[src/rtl/led_pkg.sv]
// Shared definitions for the LED framebuffer path: geometry, scheduler
// state encodings and the row-slice helper also used by led_matrix_driver.
package led_pkg;

    localparam int LED_ROWS = 8;
    localparam int LED_COLS = 8;
    localparam int FB_BITS  = LED_ROWS * LED_COLS;

    typedef enum logic [1:0] {
        ST_IDLE      = 2'd0,
        ST_PEND_SWAP = 2'd1,
        ST_INIT      = 2'd2
    } sched_state_t;

    // Base bit of row r in a flat framebuffer; use as fb[row_sel(r) +: LED_COLS].
    function automatic logic [5:0] row_sel(input logic [2:0] r);
        return {r, 3'b000};
    endfunction

endpackage

[src/rtl/rr_arb2.sv]
// Two-port round-robin arbiter: on a tie the port not granted last wins.
module rr_arb2 (
    input  logic [1:0] req,
    input  logic       last_gnt,
    output logic [1:0] gnt
);

    assign gnt[0] = req[0] & (~req[1] | last_gnt);
    assign gnt[1] = req[1] & (~req[0] | ~last_gnt);

endmodule

[src/rtl/led_frame_scheduler.sv]
// Double-buffered 8x8 framebuffer owner: arbitrated row writes into the back
// buffer, tear-free swap at the scan wrap, then row-per-cycle back-buffer init.
//
// state        | meaning
// ST_IDLE      | accepting row writes from the two requesters
// ST_PEND_SWAP | frame committed, waiting for scan_idx == 7
// ST_INIT      | re-initialising back buffer, one row per cycle
module led_frame_scheduler
    import led_pkg::*;
#(
    parameter bit           SWAP_MODE  = 1'b0,
    parameter logic [63:0]  INIT_FRAME = 64'h0
) (
    input  logic        system_clk,
    input  logic        rst,
    input  logic        req0,
    input  logic        req1,
    input  logic [2:0]  row0,
    input  logic [2:0]  row1,
    input  logic [7:0]  data0,
    input  logic [7:0]  data1,
    input  logic        commit0,
    input  logic        commit1,
    output logic        gnt0,
    output logic        gnt1,
    output logic [63:0] framebuffer,
    output logic        busy,
    output logic        swap_pulse
);

    sched_state_t        state;
    logic [2:0]          scan_idx;
    logic [2:0]          init_row;
    logic                last_gnt;
    logic [FB_BITS-1:0]  front;
    logic [FB_BITS-1:0]  back;
    logic [1:0]          arb_gnt;
    logic                grant_en;

    rr_arb2 u_arb (
        .req      ({req1, req0}),
        .last_gnt (last_gnt),
        .gnt      (arb_gnt)
    );

    assign grant_en    = (state == ST_IDLE) && !rst;
    assign gnt0        = arb_gnt[0] & grant_en;
    assign gnt1        = arb_gnt[1] & grant_en;
    assign framebuffer = front;
    assign busy        = (state != ST_IDLE);

    always_ff @(posedge system_clk) begin
        if (rst) begin
            state      <= ST_IDLE;
            scan_idx   <= 3'd0;
            init_row   <= 3'd0;
            last_gnt   <= 1'b1;
            front      <= INIT_FRAME;
            back       <= INIT_FRAME;
            swap_pulse <= 1'b0;
        end else begin
            // scan_idx mirrors the driver's row counter; both share this reset
            scan_idx   <= scan_idx + 3'd1;
            swap_pulse <= 1'b0;
            case (state)
                ST_IDLE: begin
                    if (gnt0) begin
                        back[row_sel(row0) +: LED_COLS] <= data0;
                        last_gnt <= 1'b0;
                        if (commit0) state <= ST_PEND_SWAP;
                    end else if (gnt1) begin
                        back[row_sel(row1) +: LED_COLS] <= data1;
                        last_gnt <= 1'b1;
                        if (commit1) state <= ST_PEND_SWAP;
                    end
                end
                ST_PEND_SWAP: begin
                    if (scan_idx == 3'd7) begin
                        front      <= back;
                        init_row   <= 3'd0;
                        swap_pulse <= 1'b1;
                        state      <= ST_INIT;
                    end
                end
                ST_INIT: begin
                    // front already holds the new frame, so copy mode seeds incremental drawing
                    back[row_sel(init_row) +: LED_COLS] <=
                        SWAP_MODE ? 8'h00 : front[row_sel(init_row) +: LED_COLS];
                    init_row <= init_row + 3'd1;
                    if (init_row == 3'd7) state <= ST_IDLE;
                end
                default: state <= ST_IDLE;
            endcase
        end
    end

endmodule
[config.mk]
export PLATFORM = sky130hd
export DESIGN_NAME = led_frame_scheduler
export DESIGN_NICKNAME = d
export VERILOG_FILES = /design/src/rtl/led_pkg.sv /design/src/rtl/rr_arb2.sv /design/src/rtl/led_frame_scheduler.sv
export SDC_FILE = /design/constraint.sdc
export NUM_CORES = 1
export LEC_CHECK = 0
export CORE_ASPECT_RATIO = 2
export CORE_MARGIN = 10
export CORE_UTILIZATION = 60
export DETAILED_ROUTE_END_ITERATION = 10
export PLACE_DENSITY = 0.88
export SLEW_MARGIN = 30
export SYNTH_ARGS = -nofsm -noshare
export SYNTH_HDL_FRONTEND = slang
export SYNTH_SLANG_ARGS = --single-unit
export TNS_END_PERCENT = 1
[constraint.sdc]
create_clock -name system_clk -period 5.78 [get_ports system_clk]
set_input_delay 1.156 -clock system_clk [delete_from_list [all_inputs] [get_ports system_clk]]
set_output_delay 1.156 -clock system_clk [all_outputs]
set_load 0.02 [all_outputs]
[After elaboration in Yosys (flattened, before gate mapping)]
Index checks and enable logic that the tools add are counted.
Storage, ports and cells
  bits in registers: 138
  latch bits: 0
  memory bits (writable): 0
  bits in read-only memories: 0
  bits of input ports: 28
  output and inout port bits: 68
  logic and storage cells: 69
  memories: 0
Cells by class
  add/sub/neg operators: 5
  multipliers: 0
  divide/modulo/power cells: 0
  magnitude comparators: 0
  equality and inequality tests: 9
  shift operators: 7
  multiplexer cells: 18
  bitwise logic cells: 10
  reductions and logical operators: 13
Operators with widths (count)
  $bwmux 64: 3
  $shift 8x8->64 const A: 3
  $shiftx 8x8->64: 3
  $mux 64: 2
  $pmux 64 s2: 1
  $shiftx 64x7->8: 1
  $neg 6->8: 3
  $mux 2: 6
  $ne 3x3->1 const B: 3
  $reduce_and 2->1: 4
  $reduce_bool 2->1: 4
  $add 3x1->3 const B: 2
  $eq 3x3->1 const B: 2
  $pmux 2 s3: 1
  $pmux 3 s2: 1
  $reduce_and 5->1: 1
  $and 1x1->1: 4
  $ne 2x2->1 const B: 2
  $not 1->1: 4
  $mux 1: 3
  $mux 3: 1
  $eq 2x1->1 const B: 1
  $eq 2x2->1 const B: 1
  $logic_not 2->1: 1
  4 further kinds: 5

[Logic depth before layout (Yosys ltp)]
Gate-level depths: netlist of run 1.
  word-level depth: 7
  mapped depth: 13
  gate-level depth less buffers: 8

[Hierarchy]
From an unflattened synthesis of run 1, not the netlist that was laid out.
Unflattened totals
  cell total of the unflattened synthesis: 979
  area total of the unflattened synthesis: 7632.3 um^2
By module, submodules not included
  led_frame_scheduler: instances 1, cells an instance 976, area each 7613.6 um^2, sequential area each 2762.6 um^2
  rr_arb2: instances 1, cells an instance 3, area each 18.8 um^2, sequential area each 0.0 um^2

[Worst setup path before layout of run 1]
No wires, ideal clock.
  kind: input port to flip-flop
  from: input row1[0]
  to: register back[25]
  library setup time: 0.080 ns
  data arrival time: 3.807 ns
  required time: 5.700 ns
  slack: 1.894 ns
  stages: 13
  buffers on the path: 5
  cell sequence: buf_2 -> clkbuf_1 -> inv_1 -> ha_1 -> ha_1 -> clkbuf_1 -> nor4bb_1 -> buf_1 -> nand2_1 -> a311oi_4 -> buf_6 -> nor2_1 -> a211oi_2
Between the ends
  cells in the longest elaborated chain, start to end: 6
  elaborated cells on any way between the ends: 7
  those cells by class: 1 x add/sub; 2 x shift; 4 x mux
RTL lines
  start, declared: line led_frame_scheduler.sv:19  | input logic [2:0] row1,
  $neg 6->8 (*): line led_frame_scheduler.sv:72  | back[row_sel(row1) +: LED_COLS] <= data1;
  $shiftx 8x8->64 / $shift 8x8->64 (equally long branches): line led_frame_scheduler.sv:72
  $bwmux 64 (*): line led_frame_scheduler.sv:72
  $mux 64 (*): line led_frame_scheduler.sv:71  | end else if (gnt1) begin
  $mux 64 (*): line led_frame_scheduler.sv:67  | if (gnt0) begin
  $pmux 64 s2 (*): line led_frame_scheduler.sv:65  | case (state)
  end signal, assigned by index: line led_frame_scheduler.sv:68  | back[row_sel(row0) +: LED_COLS] <= data0;
  end signal, assigned by index: line led_frame_scheduler.sv:72
  end signal, assigned by index: line led_frame_scheduler.sv:87  | back[row_sel(init_row) +: LED_COLS] <=
  end, declared: line led_frame_scheduler.sv:36  | logic [FB_BITS-1:0] back;
Mark *: on every way between the ends. The rest lies on a longest branch, timed or not. The select of a mux whose other input is x is not followed.
A chain may end at the register's enable or synchronous reset.

[Final worst setup path of run 1]
  from: input req0
  to: output gnt0
Between the ends
  cells in the longest elaborated chain, start to end: 2
RTL lines
  start, declared: line led_frame_scheduler.sv:16  | input logic req0,
  $and 1x1->1: line rr_arb2.sv:8  | assign gnt[0] = req[0] & (~req[1] | last_gnt);
  $and 1x1->1: line led_frame_scheduler.sv:47  | assign gnt0 = arb_gnt[0] & grant_en;
  end, declared: line led_frame_scheduler.sv:24  | output logic gnt0,
No other way between the ends.

==> results of run 1 <==
through the flow:
step	hold WS [ns]	setup slack, ns	total power, W	utilization (%)
3_3_place_gp	0.400	1.23	0.00128	67.9
2_1_floorplan	0.390	1.89	0.00120	-
4_1_cts	0.421	1.39	0.00231	72.3
5_1_grt	0.426	1.27	0.00238	72.4
3_5_place_dp	0.404	1.11	0.00128	68.0
6_report	0.422	1.38	0.00233	72.4
kinds of logic after synthesis:
kind of cell             count (synthesis)
multiplexers                            32
buffers and inverters                  109
adder cells (fa/ha/maj)                 15
AND/OR/NAND/NOR                        431
AO/OA/AOI/OAI                          245
flip-flops                             138
metal layers:
metal	vias up	share of wire [%]	global-route usage [%]
met2	507	50	49.0
met1	3773	37	34.4
met3	115	8.5	5.53
li1	3620	-	-
met5	-	0	0
met4	0	5.3	15.3
path summary, 6_finish.rpt:
| kind | from | end | slack (ns) | depth (start not counted) |
|---|---|---|---|---|
| setup / recovery | req0 | gnt0 | 1.38 | 5 |
| hold / removal | scan_idx[0] | scan_idx[0] | 0.42 | 1 |
| setup reg to reg | state[1] | back[10] | 2.41 | 6 |
| hold reg to reg | scan_idx[0] | scan_idx[0] | 0.42 | 1 |
sequential cells by signal (all words and copies together) (netlist names):
| name | cells |
|---|---|
| last_gnt | 1 |
| framebuffer | 64 |
| init_row | 3 |
| scan_idx | 3 |
| swap_pulse | 1 |
| state | 2 |
| back | 64 |
cell usage in the layout, fill, tap and decap left out, drive strengths merged, types with 20 or more instances in the layout:
cell / count
buf: 20
nor2: 79
a211oi: 29
a311oi: 42
inv: 35
a21o: 24
nand3: 32
clkdlybuf4s50: 94
nand4: 34
nand2: 169
dfxtp: 138
or2: 33
a21oi: 103
area by class of cell:
| type | instances | area (sq um) |
|---|---|---|
| diodes | 1 | 2.50 |
| fillers | 987 | 3590 |
| repair buffers | 114 | 1090 |
| multi-input cells | 723 | 4690 |
| flip-flops and latches | 138 | 2760 |
| clock buffers | 18 | 439 |
| well taps | 152 | 190 |
| clock inverters | 14 | 125 |
| inverters | 26 | 97.6 |
report_power, final:
| group | internal, W | switching (W) | total (W) |
|---|---|---|---|
| Clock | 0.000578 | 0.000477 | 0.00105 |
| Sequential | 0.000982 | 0.0000205 | 0.00100 |
| Combinational | 0.0000944 | 0.000177 | 0.000271 |
==> impl_metrics.py, run 1 <==
metrics = {
    "worst_setup_path": {
        "cp-start-kind": "primary input",
        "worstPathArrival_ns": 3.25,
        "cp_cell_sequence": "clkdlybuf4s50_1, or3b_1, or3_4, inv_2, clkdlybuf4s50_1",
        "path_class": "primary input to output pin",
        "crit_slowest_cell": "clkdlybuf4s50_1",
        "critical_path.top_delay_family": "buffers and inverters",
        "cp_slowest_stage_delay_ns": 0.60,
        "critPathRequiredTime_ns": 4.62,
        "cp_max_fo": 8,
        "path_buf_inv": 3,
        "cp_common_cell": "clkdlybuf4s50_1",
        "worst_setup_path_end_kind": "output pin",
    },
    "global_routing": {
        "grt_max_degree": 82,
        "grt-ovfl-total": 0,
        "antenna_found_initial": 0,
        "grt_usage_pct": 29.4,
        "grt_pass1_wl_mm": 42.9,
        "grt_pass1_vias": 7625,
    },
    "clock_network": {
        "worstSkewPairLatency_ns": 0.42,
        "cts_tree": "yes",
        "cts_setup_buffers": 0,
        "cts.sinks": 138,
        "cts_buffer_depth": 2,
        "numCtsBuffers": 17,
        "clk_pin_slew_ns": 0.07,
        "root_buffer": "clkbuf_16",
        "htree_levels": 4,
        "cts_hold_buf": 0,
        "post_cts_resized": 0,
    },
    "min_path": {
        "hold_path.class": "flop to flop",
    },
    "job": {
        "max_cap_violations": 0,
    },
    "synthesis": {
        "synthAdderAreaFrac_pct": 2.36,
        "synth_seq_area_share_pct": 34.8,
        "synthesis.nets": 1013,
        "synthFlopType": "dfxtp_1",
        "yosys-top-cells-area": "dfxtp_1, nand2_1, a21oi_1, mux4_2, nor2_1",
        "synth_top_area_share_pct": 34.8,
        "synth.most_common_cell": "nand2_1",
        "netlist_area_sq_um": 7950,
        "synth-seq-cells": 138,
        "netlist_instances": 970,
        "synth_top_family_by_area": "simple AND/OR/NAND/NOR gates",
        "synth_area_leader_cell": "dfxtp_1",
        "yosys.area_share.simple_pct": 26.9,
        "synth_compound_area_share_pct": 23.0,
        "synthTopCellsByCount": "nand2_1, dfxtp_1, a21oi_1",
        "synth_area_per_cell_sq_um": 8.19,
        "synth_edf_count": 0,
        "yosys_warnings": 0,
        "synthDistinctLibCells": 61,
        "async_reset_ff_share_pct": 0,
        "synth_mux_area_share_pct": 6.55,
        "synthXorXnorAreaFrac_pct": 0,
    },
    "drt": {
        "ant_nets": 0,
        "vias": 8015,
        "drt_iter0_drc": 778,
        "wl_mm": 27.7,
        "routedWlPerCell_um": 23.4,
        "via_per_inst": 6.76,
        "drt-pass1-iter-count": 5,
        "route.detailed.drc": 0,
    },
    "die": {
        "num_rows": 59,
        "die_y_um": 183,
        "dieArea_sq_um": 18500,
        "start_util_pct": 61.2,
        "die_x_um": 101,
        "pin_count": 96,
        "core-area_sq_um": 13000,
    },
    "timing": {
        "period_share_pct": 76.2,
        "fmax_ghz": 0.227,
        "maxSlewHeadroom_pct": 30.6,
        "setup_tns_ns": 0,
        "slew_violations": 0,
        "period_minus_slack_ns": 4.40,
        "clock_skew_ns": 0.0122,
        "hold_viol": 0,
        "max_slew.worst_pin.slew_ns": 1.01,
        "rsz0062_at_grt": "false",
        "finalSetupViolations": 0,
    },
    "cells_and_area": {
        "fin_cells": 1186,
        "synthToLayoutAreaGrowth_pct": 18.3,
        "drive_gt1_share_pct": 14.1,
        "final_nets": 1063,
        "postLayoutCellArea_sq_um": 9400,
    },
    "placed_design": {
        "gp_congestion": 1.04,
        "dpl_cell_area_sq_um": 8830,
        "place_inst": 1153,
        "port_buffers": 95,
        "hpwl_mm": 19.1,
    },
    "pwr": {
        "cellPowerDensity_nw_per_um2": 248,
        "leakage_nw": 2.97,
        "ir_drop_mv": 0.247,
    },
    "run_status": {
        "status": "finished, final reports clean",
    },
}
No activity file was read; power rests on OpenSTA's default activity.
==> inputs of run 2 (changes only) <==
Settings changed: CORE_UTILIZATION 60 to 57, PLACE_DENSITY 0.88 to 0.84.
Clock period 5.78 ns to 4.55 ns, I/O delays scaled along.
==> run 2 against run 1 <==
Against the previous run:
- power increased by 31%
- critical endpoint unchanged
- clock power up 35%
- combinational power rose by 30%
- highest routed layer unchanged
- clock-buffer cell count unchanged
- worst hold slack worse by 0.0088 ns
- sequential power is 27% higher
==> impl_metrics.py, run 2 (synthesis results as in run 1) <==
metrics = {
    "run_status": {
        "status": "finished, final reports clean",
    },
    "cells_and_area": {
        "synthToLayoutAreaGrowth_pct": 20.7,
        "final_nets": 1076,
        "fin_cells": 1235,
        "n_fill_cell": 1072,
        "n_antenna_cell": 0,
        "drive_gt1_share_pct": 14.8,
        "mostFrequentLayoutCell": "nand2_1",
        "multiInputGateArea_sq_um": 4680,
        "seq_area_sq_um": 2760,
        "most-common-layout-cells": "nand2_1, dfxtp_1, a21oi_1",
    },
    "pwr": {
        "cellInternalPower_w": 0.00225,
        "clkPwrFrac_pct": 46.6,
        "cellPowerDensity_nw_per_um2": 318,
        "p_sw_w": 0.000796,
        "p_comb_share_pct": 11.6,
        "ir_drop_mv": 0.266,
        "leakage_nw": 3.09,
        "seq_power_share_pct": 41.8,
        "p_sw_share_pct": 26.1,
    },
    "placed_design": {
        "port_buffers": 95,
        "place_inst": 1203,
        "hpwl_mm": 19.6,
        "pre_cts_slack_ns": 0.618,
        "gp_congestion": 1.01,
    },
    "worst_setup_path": {
        "worst_setup_path_end_kind": "output pin",
        "cp-start-kind": "primary input",
        "critPathRequiredTime_ns": 3.64,
        "worstPathArrival_ns": 3.01,
        "cp_max_fo": 27,
        "path_class": "primary input to output pin",
    },
    "die": {
        "dieArea_sq_um": 19400,
        "pin_count": 96,
        "start_util_pct": 57.5,
        "core-area_sq_um": 13800,
        "die_x_um": 104,
        "num_rows": 61,
        "die_y_um": 187,
    },
    "global_routing": {
        "antenna_found_initial": 0,
        "grt_pass1_wl_mm": 43.0,
        "grt_pass1_vias": 7740,
        "grt_max_degree": 83,
        "grt_usage_pct": 27.6,
        "grt-ovfl-total": 0,
    },
    "drt": {
        "via_per_inst": 6.61,
        "wl_mm": 28.0,
        "route.detailed.drc": 0,
        "drt-pass1-iter-count": 5,
        "vias": 8166,
        "drt_iter0_drc": 906,
        "routedWlPerCell_um": 22.7,
        "ant_nets": 0,
    },
    "timing": {
        "period_minus_slack_ns": 3.92,
        "fmax_ghz": 0.255,
        "rsz0062_at_grt": "false",
        "hold_viol": 0,
        "fin_ws_ns": 0.629,
        "period_share_pct": 86.2,
        "clock_skew_ns": 0.00783,
        "hold_ws_ns": 0.413,
        "slew_violations": 0,
        "finalSetupViolations": 0,
        "maxSlewHeadroom_pct": 28.8,
        "max_slew.worst_pin.slew_ns": 1.04,
        "setup_tns_ns": 0,
    },
    "clock_network": {
        "cts_hold_buf": 0,
        "numCtsBuffers": 17,
        "htree_levels": 4,
        "cts.sinks": 138,
        "clk_pin_slew_ns": 0.06,
        "cts_tree": "yes",
        "post_cts_resized": 0,
        "cts_buffer_depth": 2,
        "root_buffer": "clkbuf_16",
        "worstSkewPairLatency_ns": 0.42,
        "cts_setup_buffers": 0,
    },
    "job": {
        "max_cap_violations": 0,
    },
    "min_path": {
        "hold_path.class": "flop to flop",
    },
}
## run 2: cell types whose count changed in the layout (fill, tap and decap cells not counted), moves of 2 or more
cell / change
inv_8: -3
mux2i_1: +3
bufinv_16: +3
clkinv_2: +4
clkinvlp_4: -2
mux2i_2: -3
buf_4: +12
inv_6: -4
clkinv_4: +2
## run 2: layout make-up
type                    instances  share of cell area (%)
clock inverters                14                    1.76
clock buffers                  18                    4.58
inverters                      26                    1.02
well taps                     189                    2.46
multi-input cells             723                    48.8
flip-flops and latches        138                    28.8
repair buffers                127                    12.6
## run 2: power by group through the flow
stage                     Combinational [W]  Clock [W]  Sequential (W)
after floorplan                    0.000240          0         0.00129
after global placement             0.000330          0         0.00130
after detailed placement           0.000336          0         0.00130
after CTS                          0.000340    0.00142         0.00127
after global routing               0.000374    0.00148         0.00128
final                              0.000352    0.00142         0.00127
## run 2: metrics by stage
| stage | total power [W] | instance area [sq um] | util, % |
|---|---|---|---|
| CTS | 0.00303 | 9590 | 69.5 |
| global placement | 0.00163 | 8960 | 64.8 |
| detailed placement | 0.00163 | 8990 | 65.0 |
| finish | 0.00305 | 9590 | 69.5 |
| global route | 0.00313 | 9590 | 69.5 |
| floorplan | 0.00153 | 7950 | - |
## run 2: critical path, cell delays in order
cell and delay (ns):
clkdlybuf4s50_1 0.49, or3b_1 0.37, or3_4 0.52, inv_2 0.11, clkdlybuf4s50_1 0.61
## run 2: worst paths after layout
| check | start | end | slack, ns | cells after the start |
|---|---|---|---|---|
| setup / recovery | req0 | gnt0 | 0.63 | 5 |
| hold reg to reg | scan_idx[0] | scan_idx[0] | 0.41 | 1 |
| hold / removal | scan_idx[0] | scan_idx[0] | 0.41 | 1 |
| setup reg to reg | state[1] | back[29] | 1.49 | 6 |
## run 2: layer usage
layer / wire length [um] / vias to the layer above / GRT usage, %
met5: 0 / - / 0
li1: - / 3654 / -
met2: 13400 / 532 / 45.7
met4: 2220 / 0 / 20.1
met3: 2370 / 147 / 6.11
met1: 10000 / 3833 / 30.4
==> inputs of run 3 (changes only) <==
Settings changed: SKIP_LAST_GASP from default to 1.
==> results of run 3 <==
Same layout as run 2: the final DEF is identical, and so are final timing and power.
